==> config.mk <==
export PLATFORM = sky130hd
export DESIGN_NAME = spram_stream_rd_flat
export DESIGN_NICKNAME = d
export VERILOG_FILES = /design/src/rtl/spram_stream_rd_if.sv /design/src/rtl/spram_stream_rd.sv /design/src/flat_wrapper.sv
export SDC_FILE = /design/constraint.sdc
export NUM_CORES = 1
export LEC_CHECK = 0
export BUFFER_PORTS_ARGS = -buffer_cell sky130_fd_sc_hd__clkbuf_2
export CAP_MARGIN = 20
export CORE_MARGIN = 2
export CORE_UTILIZATION = 30
export DETAILED_ROUTE_END_ITERATION = 16
export SKIP_CTS_REPAIR_TIMING = 1
export SLEW_MARGIN = 20
export SYNTH_ARGS = -nofsm -noshare
export SYNTH_HDL_FRONTEND = slang
export SYNTH_SLANG_ARGS = --single-unit
==> constraint.sdc <==
create_clock -name clk -period 3.4 [get_ports clk]
set_input_delay 0 -clock clk [delete_from_list [all_inputs] [get_ports clk]]
set_output_delay 0 -clock clk [all_outputs]
set_load 0.01 [all_outputs]
==> src/rtl/spram_stream_rd_if.sv <==
// Bundle of the control, SPRAM read-port and output-stream signals of spram_stream_rd.
// master: the reader block itself. slave: the surrounding system (CPU, arbiter, sink).
interface spram_stream_rd_if #(
    parameter int unsigned AW = 14
);
    // Transfer control
    logic [AW-1:0] cfg_base;
    logic [AW:0]   cfg_len;
    logic          cfg_loop;
    logic          start;
    logic          stop;
    logic          busy;
    logic          done;

    // SPRAM port (read-only use)
    logic          sp_req;
    logic          sp_gnt;
    logic [AW-1:0] sp_addr;
    logic [31:0]   sp_rdata;
    logic [31:0]   sp_wdata;
    logic [3:0]    sp_wmsk;
    logic          sp_we;

    // Output stream
    logic [31:0]   out_data;
    logic          out_valid;
    logic          out_ready;

    modport master (
        input  cfg_base, cfg_len, cfg_loop, start, stop,
        output busy, done,
        output sp_req, sp_addr, sp_wdata, sp_wmsk, sp_we,
        input  sp_gnt, sp_rdata,
        output out_data, out_valid,
        input  out_ready
    );

    modport slave (
        output cfg_base, cfg_len, cfg_loop, start, stop,
        input  busy, done,
        input  sp_req, sp_addr, sp_wdata, sp_wmsk, sp_we,
        output sp_gnt, sp_rdata,
        input  out_data, out_valid,
        output out_ready
    );
endinterface

==> src/rtl/spram_stream_rd.sv <==
// Streams a block of SPRAM words (optionally circular) into a small FIFO and out on a
// valid/ready stream. Reads are only issued when the FIFO is guaranteed to have room for the
// returning word, so read data is never dropped.
module spram_stream_rd #(
    parameter int unsigned AW    = 14,
    parameter int unsigned DEPTH = 4
) (
    input logic                clk,
    input logic                rst,
    spram_stream_rd_if.master  bus_io
);
    localparam int unsigned PW = $clog2(DEPTH);
    localparam int unsigned CW = PW + 1;

    typedef enum logic [1:0] {StIdle, StRun, StDrain} state_e;

    state_e        state_q, state_d;
    logic [AW-1:0] addr_q, addr_d;
    logic [AW-1:0] base_q, base_d;
    logic [AW:0]   len_q, len_d;
    logic [AW:0]   cnt_q, cnt_d;     // reads issued in the current pass
    logic          loop_q, loop_d;
    logic          done_q, done_d;
    logic          inflight_q;       // a read was granted last cycle; its data arrives now

    logic [31:0]   mem_q [DEPTH];
    logic [PW-1:0] wptr_q, rptr_q;
    logic [CW-1:0] count_q;

    logic words_left;
    logic room;
    logic rd_fire;
    logic fifo_wr;
    logic fifo_rd;

    // Request generation: occupancy plus the pending word must leave a free slot.
    always_comb begin
        words_left = loop_q || (cnt_q != len_q);
        room       = (count_q + CW'(inflight_q)) < CW'(DEPTH);
        bus_io.sp_req = (state_q == StRun) && words_left && room;
        rd_fire    = bus_io.sp_req && bus_io.sp_gnt;
        fifo_wr    = inflight_q && !bus_io.stop;
        fifo_rd    = bus_io.out_valid && bus_io.out_ready;
    end

    // Status, address and stream outputs; the write side of the SPRAM port is unused.
    always_comb begin
        bus_io.busy      = (state_q != StIdle);
        bus_io.done      = done_q;
        bus_io.sp_addr   = addr_q;
        bus_io.sp_wdata  = '0;
        bus_io.sp_wmsk   = '0;
        bus_io.sp_we     = 1'b0;
        bus_io.out_valid = (count_q != '0);
        bus_io.out_data  = (count_q != '0) ? mem_q[rptr_q] : '0;
    end

    // Next-state logic: transfer sequencing and address walk.
    always_comb begin
        state_d = state_q;
        addr_d  = addr_q;
        base_d  = base_q;
        len_d   = len_q;
        cnt_d   = cnt_q;
        loop_d  = loop_q;
        done_d  = 1'b0;
        unique case (state_q)
            StIdle: begin
                if (bus_io.start && !bus_io.stop) begin
                    base_d = bus_io.cfg_base;
                    len_d  = bus_io.cfg_len;
                    loop_d = bus_io.cfg_loop;
                    addr_d = bus_io.cfg_base;
                    cnt_d  = '0;
                    if (bus_io.cfg_len == '0) begin
                        done_d = 1'b1;
                    end else begin
                        state_d = StRun;
                    end
                end
            end
            StRun: begin
                if (bus_io.stop) begin
                    state_d = StIdle;
                end else if (rd_fire) begin
                    if (cnt_q + (AW+1)'(1) == len_q) begin
                        if (loop_q) begin
                            addr_d = base_q;
                            cnt_d  = '0;
                        end else begin
                            addr_d  = addr_q + AW'(1);
                            cnt_d   = len_q;
                            state_d = StDrain;
                        end
                    end else begin
                        addr_d = addr_q + AW'(1);
                        cnt_d  = cnt_q + (AW+1)'(1);
                    end
                end
            end
            StDrain: begin
                if (bus_io.stop) begin
                    state_d = StIdle;
                end else if (count_q == '0 && !inflight_q) begin
                    state_d = StIdle;
                    done_d  = 1'b1;
                end
            end
            default: state_d = StIdle;
        endcase
    end

    // Control registers; a read granted in a stop cycle is discarded.
    always_ff @(posedge clk) begin
        if (rst) begin
            state_q    <= StIdle;
            addr_q     <= '0;
            base_q     <= '0;
            len_q      <= '0;
            cnt_q      <= '0;
            loop_q     <= 1'b0;
            done_q     <= 1'b0;
            inflight_q <= 1'b0;
        end else begin
            state_q    <= state_d;
            addr_q     <= addr_d;
            base_q     <= base_d;
            len_q      <= len_d;
            cnt_q      <= cnt_d;
            loop_q     <= loop_d;
            done_q     <= done_d;
            inflight_q <= rd_fire && !bus_io.stop;
        end
    end

    // Output FIFO; stop flushes it together with any arriving word.
    always_ff @(posedge clk) begin
        if (rst || bus_io.stop) begin
            wptr_q  <= '0;
            rptr_q  <= '0;
            count_q <= '0;
        end else begin
            if (fifo_wr) begin
                mem_q[wptr_q] <= bus_io.sp_rdata;
                wptr_q        <= wptr_q + PW'(1);
            end
            if (fifo_rd) begin
                rptr_q <= rptr_q + PW'(1);
            end
            count_q <= count_q + CW'(fifo_wr) - CW'(fifo_rd);
        end
    end
endmodule

==> src/flat_wrapper.sv <==
// flat-port wrapper written by rule: the top's interface ports become plain ports
module spram_stream_rd_flat 
#(
    parameter int unsigned AW    = 14,
    parameter int unsigned DEPTH = 4
)
  (clk, rst, bus_io_cfg_base, bus_io_cfg_len, bus_io_cfg_loop, bus_io_start, bus_io_stop, bus_io_busy, bus_io_done, bus_io_sp_req, bus_io_sp_addr, bus_io_sp_wdata, bus_io_sp_wmsk, bus_io_sp_we, bus_io_sp_gnt, bus_io_sp_rdata, bus_io_out_data, bus_io_out_valid, bus_io_out_ready);
  spram_stream_rd_if #(.AW(AW)) bus_io_i ();
  input logic clk;
  input logic rst;
  input wire logic [$bits(bus_io_i.cfg_base)-1:0] bus_io_cfg_base;
  input wire logic [$bits(bus_io_i.cfg_len)-1:0] bus_io_cfg_len;
  input wire logic [$bits(bus_io_i.cfg_loop)-1:0] bus_io_cfg_loop;
  input wire logic [$bits(bus_io_i.start)-1:0] bus_io_start;
  input wire logic [$bits(bus_io_i.stop)-1:0] bus_io_stop;
  output wire logic [$bits(bus_io_i.busy)-1:0] bus_io_busy;
  output wire logic [$bits(bus_io_i.done)-1:0] bus_io_done;
  output wire logic [$bits(bus_io_i.sp_req)-1:0] bus_io_sp_req;
  output wire logic [$bits(bus_io_i.sp_addr)-1:0] bus_io_sp_addr;
  output wire logic [$bits(bus_io_i.sp_wdata)-1:0] bus_io_sp_wdata;
  output wire logic [$bits(bus_io_i.sp_wmsk)-1:0] bus_io_sp_wmsk;
  output wire logic [$bits(bus_io_i.sp_we)-1:0] bus_io_sp_we;
  input wire logic [$bits(bus_io_i.sp_gnt)-1:0] bus_io_sp_gnt;
  input wire logic [$bits(bus_io_i.sp_rdata)-1:0] bus_io_sp_rdata;
  output wire logic [$bits(bus_io_i.out_data)-1:0] bus_io_out_data;
  output wire logic [$bits(bus_io_i.out_valid)-1:0] bus_io_out_valid;
  input wire logic [$bits(bus_io_i.out_ready)-1:0] bus_io_out_ready;
  assign bus_io_i.cfg_base = bus_io_cfg_base;
  assign bus_io_i.cfg_len = bus_io_cfg_len;
  assign bus_io_i.cfg_loop = bus_io_cfg_loop;
  assign bus_io_i.start = bus_io_start;
  assign bus_io_i.stop = bus_io_stop;
  assign bus_io_busy = bus_io_i.busy;
  assign bus_io_done = bus_io_i.done;
  assign bus_io_sp_req = bus_io_i.sp_req;
  assign bus_io_sp_addr = bus_io_i.sp_addr;
  assign bus_io_sp_wdata = bus_io_i.sp_wdata;
  assign bus_io_sp_wmsk = bus_io_i.sp_wmsk;
  assign bus_io_sp_we = bus_io_i.sp_we;
  assign bus_io_i.sp_gnt = bus_io_sp_gnt;
  assign bus_io_i.sp_rdata = bus_io_sp_rdata;
  assign bus_io_out_data = bus_io_i.out_data;
  assign bus_io_out_valid = bus_io_i.out_valid;
  assign bus_io_i.out_ready = bus_io_out_ready;
  spram_stream_rd #(.AW(AW), .DEPTH(DEPTH)) u_core (.clk(clk), .rst(rst), .bus_io(bus_io_i));
endmodule
==> impl_metrics.env, run 1 <==
export IMPL_outcome="complete, no violations"
export IMPL_port_buffers=117
export IMPL_ioPinCount=155
export IMPL_irDropWorstVdd_v=0.000320
export IMPL_finish_instance_area_mm2=0.0115
export IMPL_route_layer_met1_wl_um=10600
export IMPL_floorplan_die_height_um=181
export IMPL_initial_antenna_violation_count=0
export IMPL_synthTopCellsByArea="edfxtp_1 (41%), dfxtp_1 (15%), mux4_2 (7.7%), nand2_1 (4.1%), buf_4 (3.3%)"
export IMPL_finish_net_count=1023
export IMPL_areaGrowthSynthToFinish_pct=22.7
export IMPL_clock_sinks=200
export IMPL_top_family_by_delay_on_critical_path="simple AND/OR/NAND/NOR gates"
export IMPL_path_max_fanout=27
export IMPL_cp_required_ps=3730
export IMPL_std_cell_rows=64
export IMPL_timing_critical_path_buf_inv=0
export IMPL_tritoncts="built"
export IMPL_final_hold_violation_count=0
export IMPL_route_vias_total=6519
export IMPL_start_kind="flip-flop"
export IMPL_post_synth_top_area_share=0.411
export IMPL_first_pass_grt_wire_length_um=33300
export IMPL_finalWorstPathRequiredPeriod_ps=3100
export IMPL_start_util=0.305
export IMPL_groute_usage_overall=0.129
export IMPL_worst_slack_ps=302
export IMPL_grt_remaining_overflow=0
export IMPL_synth_avg_cell_area_um2=12.0
export IMPL_dr_iter_0_viols=536
export IMPL_setup_tns_final_ps=0
export IMPL_ys_warnings_count=0
export IMPL_max_freq_mhz=323
export IMPL_dp_final_hpwl_um=14100
export IMPL_timing_final_crit_share=0.911
export IMPL_final_hold_worst_slack_ps=6.43
export IMPL_post_drt_via_cell_ratio=4.81
export IMPL_synth_async_reset_ratio=0
export IMPL_synth_lib_cells_used_distinct=69
export IMPL_slew_violations=0
export IMPL_synth_flop_cell="edfxtp_1"
export IMPL_grt_max_degree=52
export IMPL_max_slew_margin_rel=0.536
export IMPL_number_of_global_route_vias_before_repair=5882
export IMPL_worst_setup_path_end_kind="flip-flop"
export IMPL_synthesis_instances=781
export IMPL_final_setup_skew_ps=18.5
export IMPL_worstSkewPairLatency_ps=450
export IMPL_drt_pass1_iter_count=5
export IMPL_setup_repair_after_global_routing_missed_its_margin="no"
export IMPL_placeableCoreArea_mm2=0.0307
export IMPL_timing_worst_setup_path_type="flip-flop to flip-flop"
export IMPL_fill_cells=2983
export IMPL_drtAntennaViolNets=0
export IMPL_cts_reportedPaths_clkPinSlew_ps=80
export IMPL_number_of_remaining_drc_errors=0
export IMPL_fp_dieW_um=181
export IMPL_gp_congestion=0.828
export IMPL_worst_hold_path_type="input pin to flip-flop"
export IMPL_crit_path_cell_trace="ha_1 > and4_1 > nand4_1 > a32o_1 > o21a_1 > or4_4 > mux2i_1 > nand2_1 > a32o_1"
export IMPL_mappedNetlistArea_mm2=0.00936
export IMPL_cts_root_buffer="clkbuf_16"
export IMPL_timing_critical_path_mode_cell="a32o_1"
export IMPL_number_of_register_bits_inferred_by_synthesis=200
export IMPL_worstPathArrival_ps=3430
export IMPL_routed_wl_um=22100
export IMPL_static_leakage_power_nw=4.22
export IMPL_tightest_slew_ps=696
export IMPL_power_per_cell_area_mw_per_mm2=454
export IMPL_top_signal_layer_used="met4"
export IMPL_antenna_cells=0
export IMPL_fraction_of_final_layout_cells_sized_beyond_drive_strength_1=0.244
export IMPL_synth_largest_area_cell="edfxtp_1"
export IMPL_critical_path_slowest_cell="or4_4"
export IMPL_setup_violations=0
export IMPL_synth_edff_count=128
export IMPL_cp_slowest_stage_delay_ps=750
export IMPL_drt_wirelength_per_cell_um=16.3
export IMPL_die_area_mm2=0.0326
export IMPL_met3_length_um=1160
export IMPL_synth_seq_area_share=0.564
export IMPL_htree_levels=4
export IMPL_max_cap_violations=0
export IMPL_dpl_worst_slack_ps=324
export IMPL_cts_made_buffers=17
export IMPL_cts_root_to_sink_buffers=2
export IMPL_place_area_mm2=0.0102
export IMPL_wl_met2_um=10100
==> where the power goes <==
group	leakage, nW	internal, W	total [W]	switching [W]
registers	1.74	0.00261	0.00266	0.0000496
logic	2.18	0.000171	0.000386	0.000215
clock network	0.305	0.00104	0.00217	0.00113
total	4.22	0.00382	0.00522	0.00140
==> flip-flops by register name, summed over array words and instances (netlist names), named ones only <==
register,count
u_core.mem_q,128
u_core.cnt_q,15
u_core.len_q,15
u_core.base_q,14
u_core.bus_io.sp_addr,14
u_core.count_q,3
u_core.rptr_q,2
u_core.state_q,2
u_core.wptr_q,2
u_core.bus_io.done,1
u_core.inflight_q,1
u_core.loop_q,1
==> path summary, 6_finish.rpt <==
| check | start | end | slack [ps] | cells past startpoint |
|---|---|---|---|---|
| max | u_core.cnt_q[1] | u_core.bus_io.sp_addr[1] | 300 | 9 |
| min | bus_io_sp_gnt | u_core.inflight_q | 6 | 3 |
| max reg2reg | u_core.cnt_q[1] | u_core.bus_io.sp_addr[1] | 300 | 9 |
| min reg2reg | u_core.base_q[2] | u_core.base_q[2] | 460 | 2 |
==> synthesized netlist by cell type, drive strengths merged (5+ instances only) <==
| cell | n |
|---|---|
| a21oi | 42 |
| a311oi | 12 |
| and2 | 37 |
| and3 | 11 |
| buf | 58 |
| clkbuf | 34 |
| dfxtp | 72 |
| edfxtp | 128 |
| ha | 8 |
| inv | 10 |
| mux4 | 32 |
| nand2 | 109 |
| nand3 | 22 |
| nand4 | 10 |
| nor2 | 41 |
| nor2b | 5 |
| nor3 | 10 |
| nor4 | 9 |
| o211ai | 15 |
| o21ai | 9 |
| xnor2 | 16 |
| xor2 | 28 |
==> final cells by class <==
class | instances | area, um2 | share of cell area
Sequential cell | 200 | 5290 | 0.460
Multi-Input combinational cell | 515 | 3650 | 0.318
Timing Repair Buffer | 202 | 1380 | 0.120
Tap cell | 396 | 495 | 0.0431
Clock buffer | 17 | 425 | 0.0370
Clock inverter | 15 | 209 | 0.0182
Inverter | 10 | 37.5 | 0.00327
==> placed cells by master (no fill, tap or decap), types with 9 or more instances in the layout <==
master,synthesis,routed
and3_1,11,11
xnor2_1,16,16
mux4_2,32,32
o21ai_0,9,9
o211ai_1,9,9
clkbuf_2,0,117
nand3_1,22,22
nor3_1,10,10
clkbuf_16,0,17
nor2_1,41,41
buf_4,41,21
edfxtp_1,128,128
xor2_1,28,28
dlygate4sd3_1,0,64
inv_1,10,10
conb_1,1,37
and2_1,36,36
dfxtp_1,72,71
nand4_1,10,10
a21oi_1,42,42
nand2_1,103,103
==> worst reg2reg max path, cell delays in order, from the launching register on <==
cell and delay [ps]:
dfxtp_1 480, ha_1 230, and4_1 350, nand4_1 150
a32o_1 280, o21a_1 210, or4_4 750, mux2i_1 220
nand2_1 70, a32o_1 270
==> stage by stage <==
step / utilization / total power, W / instances
after global placement: 0.333 / 0.00304 / 1259
final: 0.375 / 0.00522 / 1355
after detailed placement: 0.333 / 0.00304 / 1259
after CTS: 0.354 / 0.00524 / 1291
after floorplan: - / 0.00293 / 817
after global routing: 0.375 / 0.00543 / 1355
==> layer usage <==
metal,up-vias,GRT usage
met1,3162,0.183
met2,214,0.198
met5,-,0
met3,24,0.0311
li1,3119,-
met4,0,0.0339
==> cells by family after synthesis <==
| family | Yosys count | share of synthesized area |
|---|---|---|
| AO/OA/AOI/OAI | 112 | 0.0898 |
| flip-flops | 200 | 0.564 |
| buffers and inverters | 102 | 0.0613 |
| other | 1 | 0.000401 |
| XOR/XNOR | 44 | 0.0412 |
| AND/OR/NAND/NOR | 277 | 0.148 |
| adder cells (fa/ha/maj) | 9 | 0.0128 |
| multiplexers | 36 | 0.0818 |
(Power assumes the default switching activity.)
==> run 2: changes to the inputs <==
--- a/config.mk
+++ b/config.mk
@@ -5,7 +5,7 @@
 export SDC_FILE = /design/constraint.sdc
 export NUM_CORES = 1
 export LEC_CHECK = 0
-export BUFFER_PORTS_ARGS = -buffer_cell sky130_fd_sc_hd__clkbuf_2
+export BUFFER_PORTS_ARGS = -buffer_cell sky130_fd_sc_hd__buf_2
 export CAP_MARGIN = 20
 export CORE_MARGIN = 2
 export CORE_UTILIZATION = 30
==> impl_metrics.env, run 2 (synthesis results as in run 1) <==
export IMPL_switching_power_w=0.00134
export IMPL_timing_final_crit_share=0.907
export IMPL_cell_internal_power_w=0.00381
export IMPL_cts_root_buffer="clkbuf_16"
export IMPL_worst_slack_ps=317
export IMPL_setup_tns_final_ps=0
export IMPL_number_of_remaining_drc_errors=0
export IMPL_static_leakage_power_nw=4.25
export IMPL_max_freq_mhz=324
export IMPL_power_switching_fraction=0.261
export IMPL_power_per_cell_area_mw_per_mm2=449
export IMPL_route_vias_total=6505
export IMPL_tightest_slew_ps=739
export IMPL_drtAntennaViolNets=0
export IMPL_path_max_fanout=27
export IMPL_worst_setup_path_end_kind="flip-flop"
export IMPL_grt_max_degree=52
export IMPL_finish_net_count=1024
export IMPL_p_seq_frac=0.516
export IMPL_initial_antenna_violation_count=0
export IMPL_irDropWorstVdd_v=0.000342
export IMPL_fp_dieW_um=181
export IMPL_max_slew_margin_rel=0.507
export IMPL_die_area_mm2=0.0326
export IMPL_fin_cells=1356
export IMPL_first_pass_grt_wire_length_um=33200
export IMPL_worst_hold_path_type="input pin to flip-flop"
export IMPL_number_of_global_route_vias_before_repair=5925
export IMPL_finalWorstPathRequiredPeriod_ps=3080
export IMPL_cts_root_to_sink_buffers=2
export IMPL_slew_violations=0
export IMPL_largest_register="u_core.mem_q"
export IMPL_tritoncts="built"
export IMPL_outcome="complete, no violations"
export IMPL_power_combinational_fraction=0.074
export IMPL_cp_required_ps=3710
export IMPL_layout_commonest_cell="edfxtp_1"
export IMPL_drt_wirelength_per_cell_um=16.0
export IMPL_ioPinCount=155
export IMPL_routed_wl_um=21600
export IMPL_cts_reportedPaths_clkPinSlew_ps=80
export IMPL_hold_path_depth=3
export IMPL_startpoint="u_core.cnt_q[0]"
export IMPL_fraction_of_final_layout_cells_sized_beyond_drive_strength_1=0.246
export IMPL_drt_pass1_iter_count=5
export IMPL_start_util=0.305
export IMPL_whs_endpoint="u_core.inflight_q"
export IMPL_groute_usage_overall=0.129
export IMPL_port_buffers=117
export IMPL_antenna_cells=0
export IMPL_dpl_worst_slack_ps=347
export IMPL_critical_path_reg2reg_startpoint="u_core.cnt_q[0]"
export IMPL_floorplan_die_height_um=181
export IMPL_design_power_total_w=0.00515
export IMPL_cts_made_buffers=17
export IMPL_areaGrowthSynthToFinish_pct=22.6
export IMPL_post_drt_via_cell_ratio=4.80
export IMPL_r2r_setup_slack_ps=320
export IMPL_final_setup_skew_ps=20.4
export IMPL_start_kind="flip-flop"
export IMPL_worst_r2r_cell_count=9
export IMPL_std_cell_rows=64
export IMPL_worstPathArrival_ps=3400
export IMPL_placeableCoreArea_mm2=0.0307
export IMPL_worstSkewPairLatency_ps=440
export IMPL_power_clock_fraction=0.409
export IMPL_timing_worst_setup_path_type="flip-flop to flip-flop"
export IMPL_largest_register_ffs=128
export IMPL_top_regs="u_core.mem_q x128, u_core.cnt_q x15, u_core.len_q x15"
export IMPL_dp_final_hpwl_um=13800
export IMPL_grt_remaining_overflow=0
export IMPL_clock_sinks=200
export IMPL_max_cap_violations=0
export IMPL_finish_instance_area_mm2=0.0115
export IMPL_layout_cells_most_common_list="edfxtp_1 (128), buf_2 (117), nand2_1 (103), dfxtp_1 (71), dlygate4sd3_1 (63)"
export IMPL_dr_iter_0_viols=570
export IMPL_hold_start="bus_io_sp_gnt"
export IMPL_place_area_mm2=0.0102
export IMPL_gp_congestion=0.878
export IMPL_htree_levels=4
export IMPL_setup_repair_after_global_routing_missed_its_margin="no"
export IMPL_placedCellCount=1261
export IMPL_final_hold_violation_count=0
export IMPL_timing_rr_end="u_core.bus_io.sp_addr[1]"
export IMPL_setup_violations=0
run 2: cell count changes in the layout (fill, tap and decap cells not counted), moves of 2 or more:
cell,before,now
buf_2,0,117
buf_4,21,23
clkbuf_2,117,0
inv_12,7,4
inv_8,1,3
run 2: final cells by class:
class | count | area, um2
fillers | 3004 | 19200
repair buffers | 203 | 1390
clock inverters | 15 | 198
clock buffers | 17 | 425
well taps | 396 | 495
inverters | 10 | 37.5
multi-input cells | 515 | 3650
flip-flops and latches | 200 | 5290
run 2: how the worst max path moves through the flow:
stage          slack [ps]                       end  cells past startpoint
2_1_floorplan         490  u_core.bus_io.sp_addr[4]                     12
3_3_place_gp          370  u_core.bus_io.sp_addr[1]                      9
3_5_place_dp          350  u_core.bus_io.sp_addr[1]                      9
4_1_cts               330  u_core.bus_io.sp_addr[1]                      9
5_1_grt               160  u_core.bus_io.sp_addr[1]                      9
6_report              320  u_core.bus_io.sp_addr[1]                      9
run 2: stage by stage:
stage,hold WS (ps),util
after floorplan,98.9,-
after global placement,219,0.333
after detailed placement,221,0.333
after CTS,-241,0.354
after global routing,6.78,0.374
final,6.73,0.374
run 2: worst max-delay path: stages, from the launching register on:
cell	delay, ps
dfxtp_1	480
ha_1	220
and4_1	330
nand4_1	160
a32o_1	280
o21a_1	210
or4_4	750
mux2i_1	220
nand2_1	70
a32o_1	250
run 2: power by group through the flow:
stage,combinational [W],sequential (W),clock [W]
3_3_place_gp,0.000321,0.00271,0
4_1_cts,0.000327,0.00266,0.00218
5_1_grt,0.000424,0.00267,0.00228
2_1_floorplan,0.000225,0.00271,0
6_report,0.000384,0.00266,0.00211
3_5_place_dp,0.000325,0.00271,0
run 2: routing by layer:
metal	GRT usage	wire length, um	vias up
met4	0.0303	212	0
met5	0	0	-
met1	0.181	10100	3148
met3	0.0283	1190	18
met2	0.202	10100	225
li1	-	-	3114
